`src/rtl/alu_arbiter_seq_if.sv`:
```
// alu_arbiter_seq_if
// Bundles the two requester channels and the shared-ALU channel of the
// alu_arbiter_seq block.
//   slave  : the arbiter side (takes requests and ALU results, drives
//            grants, done strobes, result fields and ALU operands)
//   master : the requester/ALU side (drives requests and ALU results)
// Parameter W is the operand/result width.
interface alu_arbiter_seq_if #(
    parameter int W = 4
);
    logic         req0;
    logic [W-1:0] a0;
    logic [W-1:0] b0;
    logic [3:0]   fun0;
    logic         req1;
    logic [W-1:0] a1;
    logic [W-1:0] b1;
    logic [3:0]   fun1;
    logic         gnt0;
    logic         gnt1;
    logic         done0;
    logic         done1;
    logic [W-1:0] res;
    logic         carry;
    logic         err;
    logic         busy;
    logic         alu_en;
    logic [W-1:0] alu_a;
    logic [W-1:0] alu_b;
    logic [3:0]   alu_fun;
    logic [W-1:0] alu_out;
    logic         alu_carry;

    modport slave (
        input  req0, a0, b0, fun0, req1, a1, b1, fun1, alu_out, alu_carry,
        output gnt0, gnt1, done0, done1, res, carry, err, busy,
               alu_en, alu_a, alu_b, alu_fun
    );

    modport master (
        output req0, a0, b0, fun0, req1, a1, b1, fun1, alu_out, alu_carry,
        input  gnt0, gnt1, done0, done1, res, carry, err, busy,
               alu_en, alu_a, alu_b, alu_fun
    );
endinterface

```
`src/rtl/alu_arbiter_seq.sv`:
```
// alu_arbiter_seq
// Round-robin arbiter and sequencer for the shared registered ALU. Grants
// one of two requesters, captures its operands, pulses the ALU enable,
// waits ALU_LAT cycles, then returns the registered result/carry with a
// one-cycle done strobe to the owner.
// Ports:
//   clk  - system clock, rising edge
//   rst  - asynchronous active-high reset
//   bus  - alu_arbiter_seq_if.slave: requester channels (req/a/b/fun),
//          grant and done strobes, res/carry/err, busy, ALU channel
// Parameters: ALU_LAT (1..15) ALU latency, W operand width.
// Optional build macro RSVD_OP_TRAP_EN: reserved function codes are
// answered directly with err=1 and never reach the ALU.
//
// state | meaning
// IDLE  | waiting for a request; grant issued combinationally
// ISSUE | alu_en high with captured operands, counter loaded
// WAIT  | counting down the ALU latency, result captured on last edge
// DONE  | done strobe to the owner, res/carry/err valid
module alu_arbiter_seq #(
    parameter int ALU_LAT = 2,
    parameter int W       = 4
) (
    input  logic             clk,
    input  logic             rst,
    alu_arbiter_seq_if.slave bus
);
    typedef enum logic [1:0] {IDLE, ISSUE, WAIT, DONE} state_t;

    state_t       state_q, state_d;
    logic         owner_q;
    logic         prio_q;      // 0: requester 0 wins a tie, 1: requester 1
    logic [3:0]   cnt_q;
    logic [W-1:0] a_q, b_q, res_q;
    logic [3:0]   fun_q;
    logic         carry_q;
    logic         err_q;

    logic         gnt0, gnt1, grant, sel, sel_rsvd;
    logic [W-1:0] sel_a, sel_b;
    logic [3:0]   sel_fun;

    assign gnt0  = (state_q == IDLE) && bus.req0 && (!bus.req1 || !prio_q);
    assign gnt1  = (state_q == IDLE) && bus.req1 && (!bus.req0 ||  prio_q);
    assign grant = gnt0 || gnt1;
    assign sel   = gnt1;

    assign sel_a   = sel ? bus.a1   : bus.a0;
    assign sel_b   = sel ? bus.b1   : bus.b0;
    assign sel_fun = sel ? bus.fun1 : bus.fun0;

`ifdef RSVD_OP_TRAP_EN
    // Reserved: 0110, 0111 and 1010..1111.
    assign sel_rsvd = (sel_fun[3:1] == 3'b011) || (sel_fun[3] && (sel_fun[2] || sel_fun[1]));
`else
    assign sel_rsvd = 1'b0;
`endif

    always_comb begin
        state_d = state_q;
        case (state_q)
            IDLE:    if (grant) state_d = sel_rsvd ? DONE : ISSUE;
            ISSUE:   state_d = WAIT;
            WAIT:    if (cnt_q == 4'd1) state_d = DONE;
            DONE:    state_d = IDLE;
            default: state_d = IDLE;
        endcase
    end

    always_ff @(posedge clk or posedge rst) begin
        if (rst) begin
            state_q <= IDLE;
            owner_q <= 1'b0;
            prio_q  <= 1'b0;
            cnt_q   <= 4'd0;
            a_q     <= '0;
            b_q     <= '0;
            fun_q   <= 4'd0;
            res_q   <= '0;
            carry_q <= 1'b0;
            err_q   <= 1'b0;
        end else begin
            state_q <= state_d;
            case (state_q)
                IDLE: begin
                    if (grant) begin
                        owner_q <= sel;
                        prio_q  <= gnt0;
                        a_q     <= sel_a;
                        b_q     <= sel_b;
                        fun_q   <= sel_fun;
                        if (sel_rsvd) begin
                            res_q   <= '0;
                            carry_q <= 1'b0;
                            err_q   <= 1'b1;
                        end
                    end
                end
                ISSUE: cnt_q <= 4'(ALU_LAT);
                WAIT: begin
                    cnt_q <= cnt_q - 4'd1;
                    if (cnt_q == 4'd1) begin
                        res_q   <= bus.alu_out;
                        carry_q <= bus.alu_carry;
                        err_q   <= 1'b0;
                    end
                end
                default: ;
            endcase
        end
    end

    assign bus.gnt0    = gnt0;
    assign bus.gnt1    = gnt1;
    assign bus.done0   = (state_q == DONE) && !owner_q;
    assign bus.done1   = (state_q == DONE) &&  owner_q;
    assign bus.res     = res_q;
    assign bus.carry   = carry_q;
    assign bus.err     = err_q;
    assign bus.busy    = (state_q != IDLE);
    assign bus.alu_en  = (state_q == ISSUE);
    assign bus.alu_a   = a_q;
    assign bus.alu_b   = b_q;
    assign bus.alu_fun = fun_q;
endmodule

```
`src/flat_wrapper.sv`:
```
// flat-port wrapper written by rule: the top's interface ports become plain ports
module alu_arbiter_seq_flat 
#(
    parameter int ALU_LAT = 2,
    parameter int W       = 4
)
  (clk, rst, bus_req0, bus_a0, bus_b0, bus_fun0, bus_req1, bus_a1, bus_b1, bus_fun1, bus_alu_out, bus_alu_carry, bus_gnt0, bus_gnt1, bus_done0, bus_done1, bus_res, bus_carry, bus_err, bus_busy, bus_alu_en, bus_alu_a, bus_alu_b, bus_alu_fun);
  alu_arbiter_seq_if #(.W(W)) bus_i ();
  input  logic clk;
  input  logic rst;
  input wire logic [$bits(bus_i.req0)-1:0] bus_req0;
  input wire logic [$bits(bus_i.a0)-1:0] bus_a0;
  input wire logic [$bits(bus_i.b0)-1:0] bus_b0;
  input wire logic [$bits(bus_i.fun0)-1:0] bus_fun0;
  input wire logic [$bits(bus_i.req1)-1:0] bus_req1;
  input wire logic [$bits(bus_i.a1)-1:0] bus_a1;
  input wire logic [$bits(bus_i.b1)-1:0] bus_b1;
  input wire logic [$bits(bus_i.fun1)-1:0] bus_fun1;
  input wire logic [$bits(bus_i.alu_out)-1:0] bus_alu_out;
  input wire logic [$bits(bus_i.alu_carry)-1:0] bus_alu_carry;
  output wire logic [$bits(bus_i.gnt0)-1:0] bus_gnt0;
  output wire logic [$bits(bus_i.gnt1)-1:0] bus_gnt1;
  output wire logic [$bits(bus_i.done0)-1:0] bus_done0;
  output wire logic [$bits(bus_i.done1)-1:0] bus_done1;
  output wire logic [$bits(bus_i.res)-1:0] bus_res;
  output wire logic [$bits(bus_i.carry)-1:0] bus_carry;
  output wire logic [$bits(bus_i.err)-1:0] bus_err;
  output wire logic [$bits(bus_i.busy)-1:0] bus_busy;
  output wire logic [$bits(bus_i.alu_en)-1:0] bus_alu_en;
  output wire logic [$bits(bus_i.alu_a)-1:0] bus_alu_a;
  output wire logic [$bits(bus_i.alu_b)-1:0] bus_alu_b;
  output wire logic [$bits(bus_i.alu_fun)-1:0] bus_alu_fun;
  assign bus_i.req0 = bus_req0;
  assign bus_i.a0 = bus_a0;
  assign bus_i.b0 = bus_b0;
  assign bus_i.fun0 = bus_fun0;
  assign bus_i.req1 = bus_req1;
  assign bus_i.a1 = bus_a1;
  assign bus_i.b1 = bus_b1;
  assign bus_i.fun1 = bus_fun1;
  assign bus_i.alu_out = bus_alu_out;
  assign bus_i.alu_carry = bus_alu_carry;
  assign bus_gnt0 = bus_i.gnt0;
  assign bus_gnt1 = bus_i.gnt1;
  assign bus_done0 = bus_i.done0;
  assign bus_done1 = bus_i.done1;
  assign bus_res = bus_i.res;
  assign bus_carry = bus_i.carry;
  assign bus_err = bus_i.err;
  assign bus_busy = bus_i.busy;
  assign bus_alu_en = bus_i.alu_en;
  assign bus_alu_a = bus_i.alu_a;
  assign bus_alu_b = bus_i.alu_b;
  assign bus_alu_fun = bus_i.alu_fun;
  alu_arbiter_seq #(.ALU_LAT(ALU_LAT), .W(W)) u_core (.clk(clk), .rst(rst), .bus(bus_i));
endmodule
```
`config.mk`:
```
export PLATFORM = sky130hd
export DESIGN_NAME = alu_arbiter_seq_flat
export DESIGN_NICKNAME = d
export VERILOG_FILES = /design/src/rtl/alu_arbiter_seq_if.sv /design/src/rtl/alu_arbiter_seq.sv /design/src/flat_wrapper.sv
export SDC_FILE = /design/constraint.sdc
export NUM_CORES = 1
export LEC_CHECK = 0
export ABC_AREA = 0
export ABC_CLOCK_PERIOD_IN_PS = 2500
export CORE_AREA = 2 2 58 60
export CTS_BUF_LIST = sky130_fd_sc_hd__clkbuf_8
export CTS_CLUSTER_DIAMETER = 80
export DETAILED_ROUTE_END_ITERATION = 10
export DIE_AREA = 0 0 60 62
export PLACE_DENSITY = 0.82
export SLEW_MARGIN = 10
export SYNTH_ARGS = -nofsm -noshare
export SYNTH_HDL_FRONTEND = slang
export SYNTH_SLANG_ARGS = --single-unit
```
`constraint.sdc`:
```
create_clock -name clk -period 2.5 [get_ports clk]
set_input_delay 0.25 -clock clk [delete_from_list [all_inputs] [get_ports clk]]
set_output_delay 0.25 -clock clk [all_outputs]
set_load 0.005 [all_outputs]
```
# ---- Word level (Yosys, flattened, before mapping)
# Index checks and enable logic that the tools add are counted.
dict set report word_totals {
  reg_bits 25
  in_bits 33
  output_inout_bits 24
  elab_cells 42
}
dict set report classes {
  n_addsub 1
  eq_ne 6
  mux 7
  reduce_logical 19
}
# operator n
set ops {}
lappend ops {{4-bit 2-to-1 mux} 3}
lappend ops {{2-bit one-hot mux with 4 select lines} 1}
lappend ops {{4-bit one-hot mux with 2 select lines} 1}
lappend ops {{1-bit logical AND} 6}
lappend ops {{2-bit AND reduction} 3}
lappend ops {{2-bit equality test (second input constant)} 2}
lappend ops {{4-bit by 1-bit equality test with 1-bit output (second input constant)} 1}
lappend ops {{1-bit logical NOT} 4}
lappend ops {{2-bit 2-to-1 mux} 2}
lappend ops {{2-bit by 1-bit inequality test with 1-bit output (second input constant)} 2}
lappend ops {{2-bit nonzero test} 2}
lappend ops {{4-bit by 1-bit subtractor with 4-bit output (second input constant)} 1}
lappend ops {{1-bit logical OR} 3}
lappend ops {{2-bit by 1-bit equality test with 1-bit output (second input constant)} 1}
lappend ops {{2-bit logical NOT} 1}

# ---- Longest topological paths before layout
dict set report logic_depth {
  ltp_word 6
  mapped_depth 7
  depth_no_buf 5
}

# ---- Least setup slack after synthesis
# OpenSTA, ideal clock, no wires.
dict set report synth_path {
  path_type {register -> register}
  startpoint {reg u_core.cnt_q[1]}
  endpoint {reg u_core.state_q[1]}
  setup_ns 0.128
  t_arrival_ns 1.422
  required_time_ns 2.372
  slack_ns 0.950
  stages_incl_launch_ff 6
  n_path_buf 0
  synth_period_minus_slack_ns 1.550
  cell_sequence {dfrtp_1 -> inv_1 -> ha_1 -> or3b_4 -> a21oi_2 -> mux2_1}
}
dict set report synth_between {
  elab_chain_len 3
}
# element line
set synth_lines {}
lappend synth_lines {{start: declaration} alu_arbiter_seq.sv:33} ;# logic [3:0] cnt_q;
lappend synth_lines {{start signal: assignment} alu_arbiter_seq.sv:99} ;# ISSUE: cnt_q <= 4'(ALU_LAT);
lappend synth_lines {{start signal: assignment} alu_arbiter_seq.sv:101} ;# cnt_q <= cnt_q - 4'd1;
lappend synth_lines {{4-bit by 1-bit equality test with 1-bit output} alu_arbiter_seq.sv:64} ;# WAIT: if (cnt_q == 4'd1) state_d = DONE;
lappend synth_lines {{2-bit by 1-bit inequality test with 1-bit output (no source line)} n/a}
lappend synth_lines {{2-bit AND reduction (no source line)} n/a}
lappend synth_lines {{end signal: assignment} alu_arbiter_seq.sv:83} ;# state_q <= state_d;
lappend synth_lines {{end: declaration} alu_arbiter_seq.sv:30} ;# state_t state_q, state_d;
# No other way between the ends.
# A chain may end at the register's enable or synchronous reset.

# ---- Worst setup path in the final report
dict set report layout_path {
  startpoint {reg u_core.state_q[0]}
  endpoint {out bus_gnt1}
}
dict set report layout_between {
  elab_chain_len 3
}
# element line
set layout_lines {}
lappend layout_lines {{2-bit logical NOT} alu_arbiter_seq.sv:44} ;# assign gnt1 = (state_q == IDLE) && bus.req1 && (!bus.req0 || prio_q);
lappend layout_lines {{1-bit logical AND (2 in a row)} alu_arbiter_seq.sv:44}
lappend layout_lines {{end: declaration} flat_wrapper.sv:22} ;# output wire logic [$bits(bus_i.gnt1)-1:0] bus_gnt1;
# No other way between the ends.

==> out/summary.txt <==
core area: 3180 um2
I/O pin total: 57
slowest cell delay on critical path: 500 ps
WP data required: 2250 ps
DRT iter0 DRCs: 25
asr flop ratio synth: 100%
fill count: 276
Synth cell types: 34
slowest CP cell: clkdlybuf4s50_1
Slew Viols, Final: 0
Power Density: 1010 nW/um2
detailed-route DRC error count: 0
EDFF count, synth: 0
Syn Nets: 170
worst flop-to-flop path startpoint: u_core.state_q[0]
post-synth top area cell: dfrtp_1
post-layout min period: 2160 ps
post-CTS setup buffers: 0
buffers added on ports: 55
largest net degree at the start of global routing: 27
MaxCap Viol Count: 0
multi-input logic area: 626 um2
DP HPWL: 2310 um
post-synthesis cell count: 130
Starting Density: 41.9%
Die ar.: 3720 um2
CTS max path bufs: 2
Die Ht: 62 um
global placement routability congestion: 0.758
crit path cell chain: inv_1 -> ha_1 -> nand2_2 -> nor2_1 -> clkdlybuf4s50_1
post-layout util: 61.7%
flop and latch count out of synthesis: 25
count leader, synth: dfrtp_1
Synth area leaders: dfrtp_1 (47%), ha_1 (6.6%), or3b_1 (6.6%)
GRT Util Overall: 17.6%
Post-Synthesis Cell Area: 1330 um2
CP Capture Type: output pin
Worst setup SP type: flop
Pleak: 0.819 nW
clock-pin slew on the worst setup and hold paths: 90 ps
placement row count: 21
Root Driver: clkbuf_8
initial antenna violation count: 0
worst hold-check path type: in2async
Skew-Pair Late Insertion Delay: 270 ps
top cell type's share of synthesized area: 47.0%
Final Skew: 5.46 ps
most used flip-flop cell after synthesis: dfrtp_1
Reg area: 626 um2
via count: 1,128
Highest Clock Rate: 0.464 GHz
CTS resizes: 0
CP Class: reg2out
global-route wire length before repair: 4910 um
Max IR drop VDD: 0.637 mV
worst path arrival time: 1910 ps
RSZ-0062 raised after global routing: no
worst setup path end: bus_gnt1
worst-path fanout max: 14
Area growth, synth to finish: 47.4%
final wirelength: 2930 um
status: finished clean
fin nets: 225
CTS tree: done
sequential element share of the synthesized area: 47.0%
vias in the first global route: 1,196
WL/cell: 12.7 um
layout cells sized above 1: 9.78%
R2R cell count: 6
GRT Residual Overflow: 0
antenna-violating nets left: 0
final setup fails: 0
Syn. warnings: 0
fin crit share: 86.3%
n_diodes: 0
Die W: 60 um
origin of the worst setup path: u_core.state_q[0]
DRT Pass-1 Iters: 4
Register-to-Register Setup Slack: 680 ps
reg2reg end: u_core.bus.alu_a[0]
clk sinks: 25
Avg Inst Size Synth: 10.2 um2
Final TNS setup: 0 ps
Vias/cell: 4.90
Post-synth top cells: dfrtp_1 (25), nor2_1 (15), o21ai_0 (14), a31oi_1 (13), or3b_1 (10)
hold_buf cts: 0
H-tree levels: 1
Hold Fails Final Rpt: 0
CTS buffer count: 3
## cells in the final DEF, fill, tap and decap left out, types with 3 or more instances in the layout
| cell | netlist | layout |
|---|---|---|
| ha_1 | 7 | 7 |
| nor2_1 | 15 | 15 |
| buf_4 | 1 | 3 |
| o21ai_0 | 14 | 14 |
| mux2_2 | 4 | 4 |
| clkdlybuf4s50_1 | 0 | 55 |
| a31oi_1 | 13 | 13 |
| or3b_1 | 10 | 10 |
| clkbuf_8 | 0 | 3 |
| dfrtp_1 | 25 | 25 |
| inv_1 | 9 | 9 |
## state kept, by name, indices dropped and copies added, names as in the netlist
name / cells
u_core.bus.res: 4
u_core.bus.alu_b: 4
u_core.bus.carry: 1
u_core.state_q: 2
u_core.bus.alu_a: 4
u_core.owner_q: 1
u_core.prio_q: 1
u_core.bus.alu_fun: 4
u_core.cnt_q: 4
## cells by family (layout without fill, tap and decap cells)
logic type,count (synthesis),count (layout),synth area share [%]
flops,25,25,47.0
mux,7,7,5.83
compound gates,35,35,16.1
buf+inv,17,71,6.02
simple gates,38,38,18.2
other cells,1,1,0.282
fa+ha+maj,7,7,6.58
## critical path, delay by kind of cell, from the launching register on
family                   cells  cell delay (ps)
buffers and inverters        2              620
flip-flops                   1              430
AND/OR/NAND/NOR              2              320
adder cells (fa/ha/maj)      1              260
## per-layer routing
| layer | GRT usage [%] | vias up | wire, um |
|---|---|---|---|
| met5 | 0 | - | 0 |
| met4 | 7.62 | 0 | 61 |
| met3 | 2.07 | 6 | 118 |
| met2 | 35.6 | 36 | 1600 |
| met1 | 17.9 | 524 | 1150 |
| li1 | - | 562 | - |
## how the worst min path moves through the flow
stage / startpoint / endpoint / slack, ps
finish: rst / u_core.bus.alu_fun[3] / 320
detailed placement: u_core.bus.res[0] / u_core.bus.res[0] / 480
floorplan: rst / u_core.bus.alu_a[0] / 280
CTS: rst / u_core.bus.res[3] / 330
global route: rst / u_core.bus.res[3] / 370
global placement: u_core.bus.res[0] / u_core.bus.res[0] / 470
## cell type report
type / instances / share of cell area (%)
flip-flops and latches: 25 / 31.9
multi-input cells: 88 / 31.9
repair buffers: 58 / 29.2
well taps: 46 / 2.93
clock buffers: 3 / 2.10
inverters: 9 / 1.72
clock inverters: 1 / 0.255
## power by group
group	switching [mW]	total (mW)	internal, mW
logic	0.450	1.03	0.584
registers	0.123	0.721	0.598
clock network	0.123	0.234	0.111
total	0.697	1.99	1.29
## through the flow
stage	total power, mW	hold slack (ps)	setup WS [ps]	std cells	cell area [um2]
after floorplan	1.28	277	950	130	1330
after global placement	1.72	470	541	226	1920
after detailed placement	1.77	475	485	226	1920
after CTS	2.02	326	325	230	1960
after global routing	2.16	366	203	230	1960
final	1.99	318	343	230	1960
No activity file was read; power rests on OpenSTA's default activity.
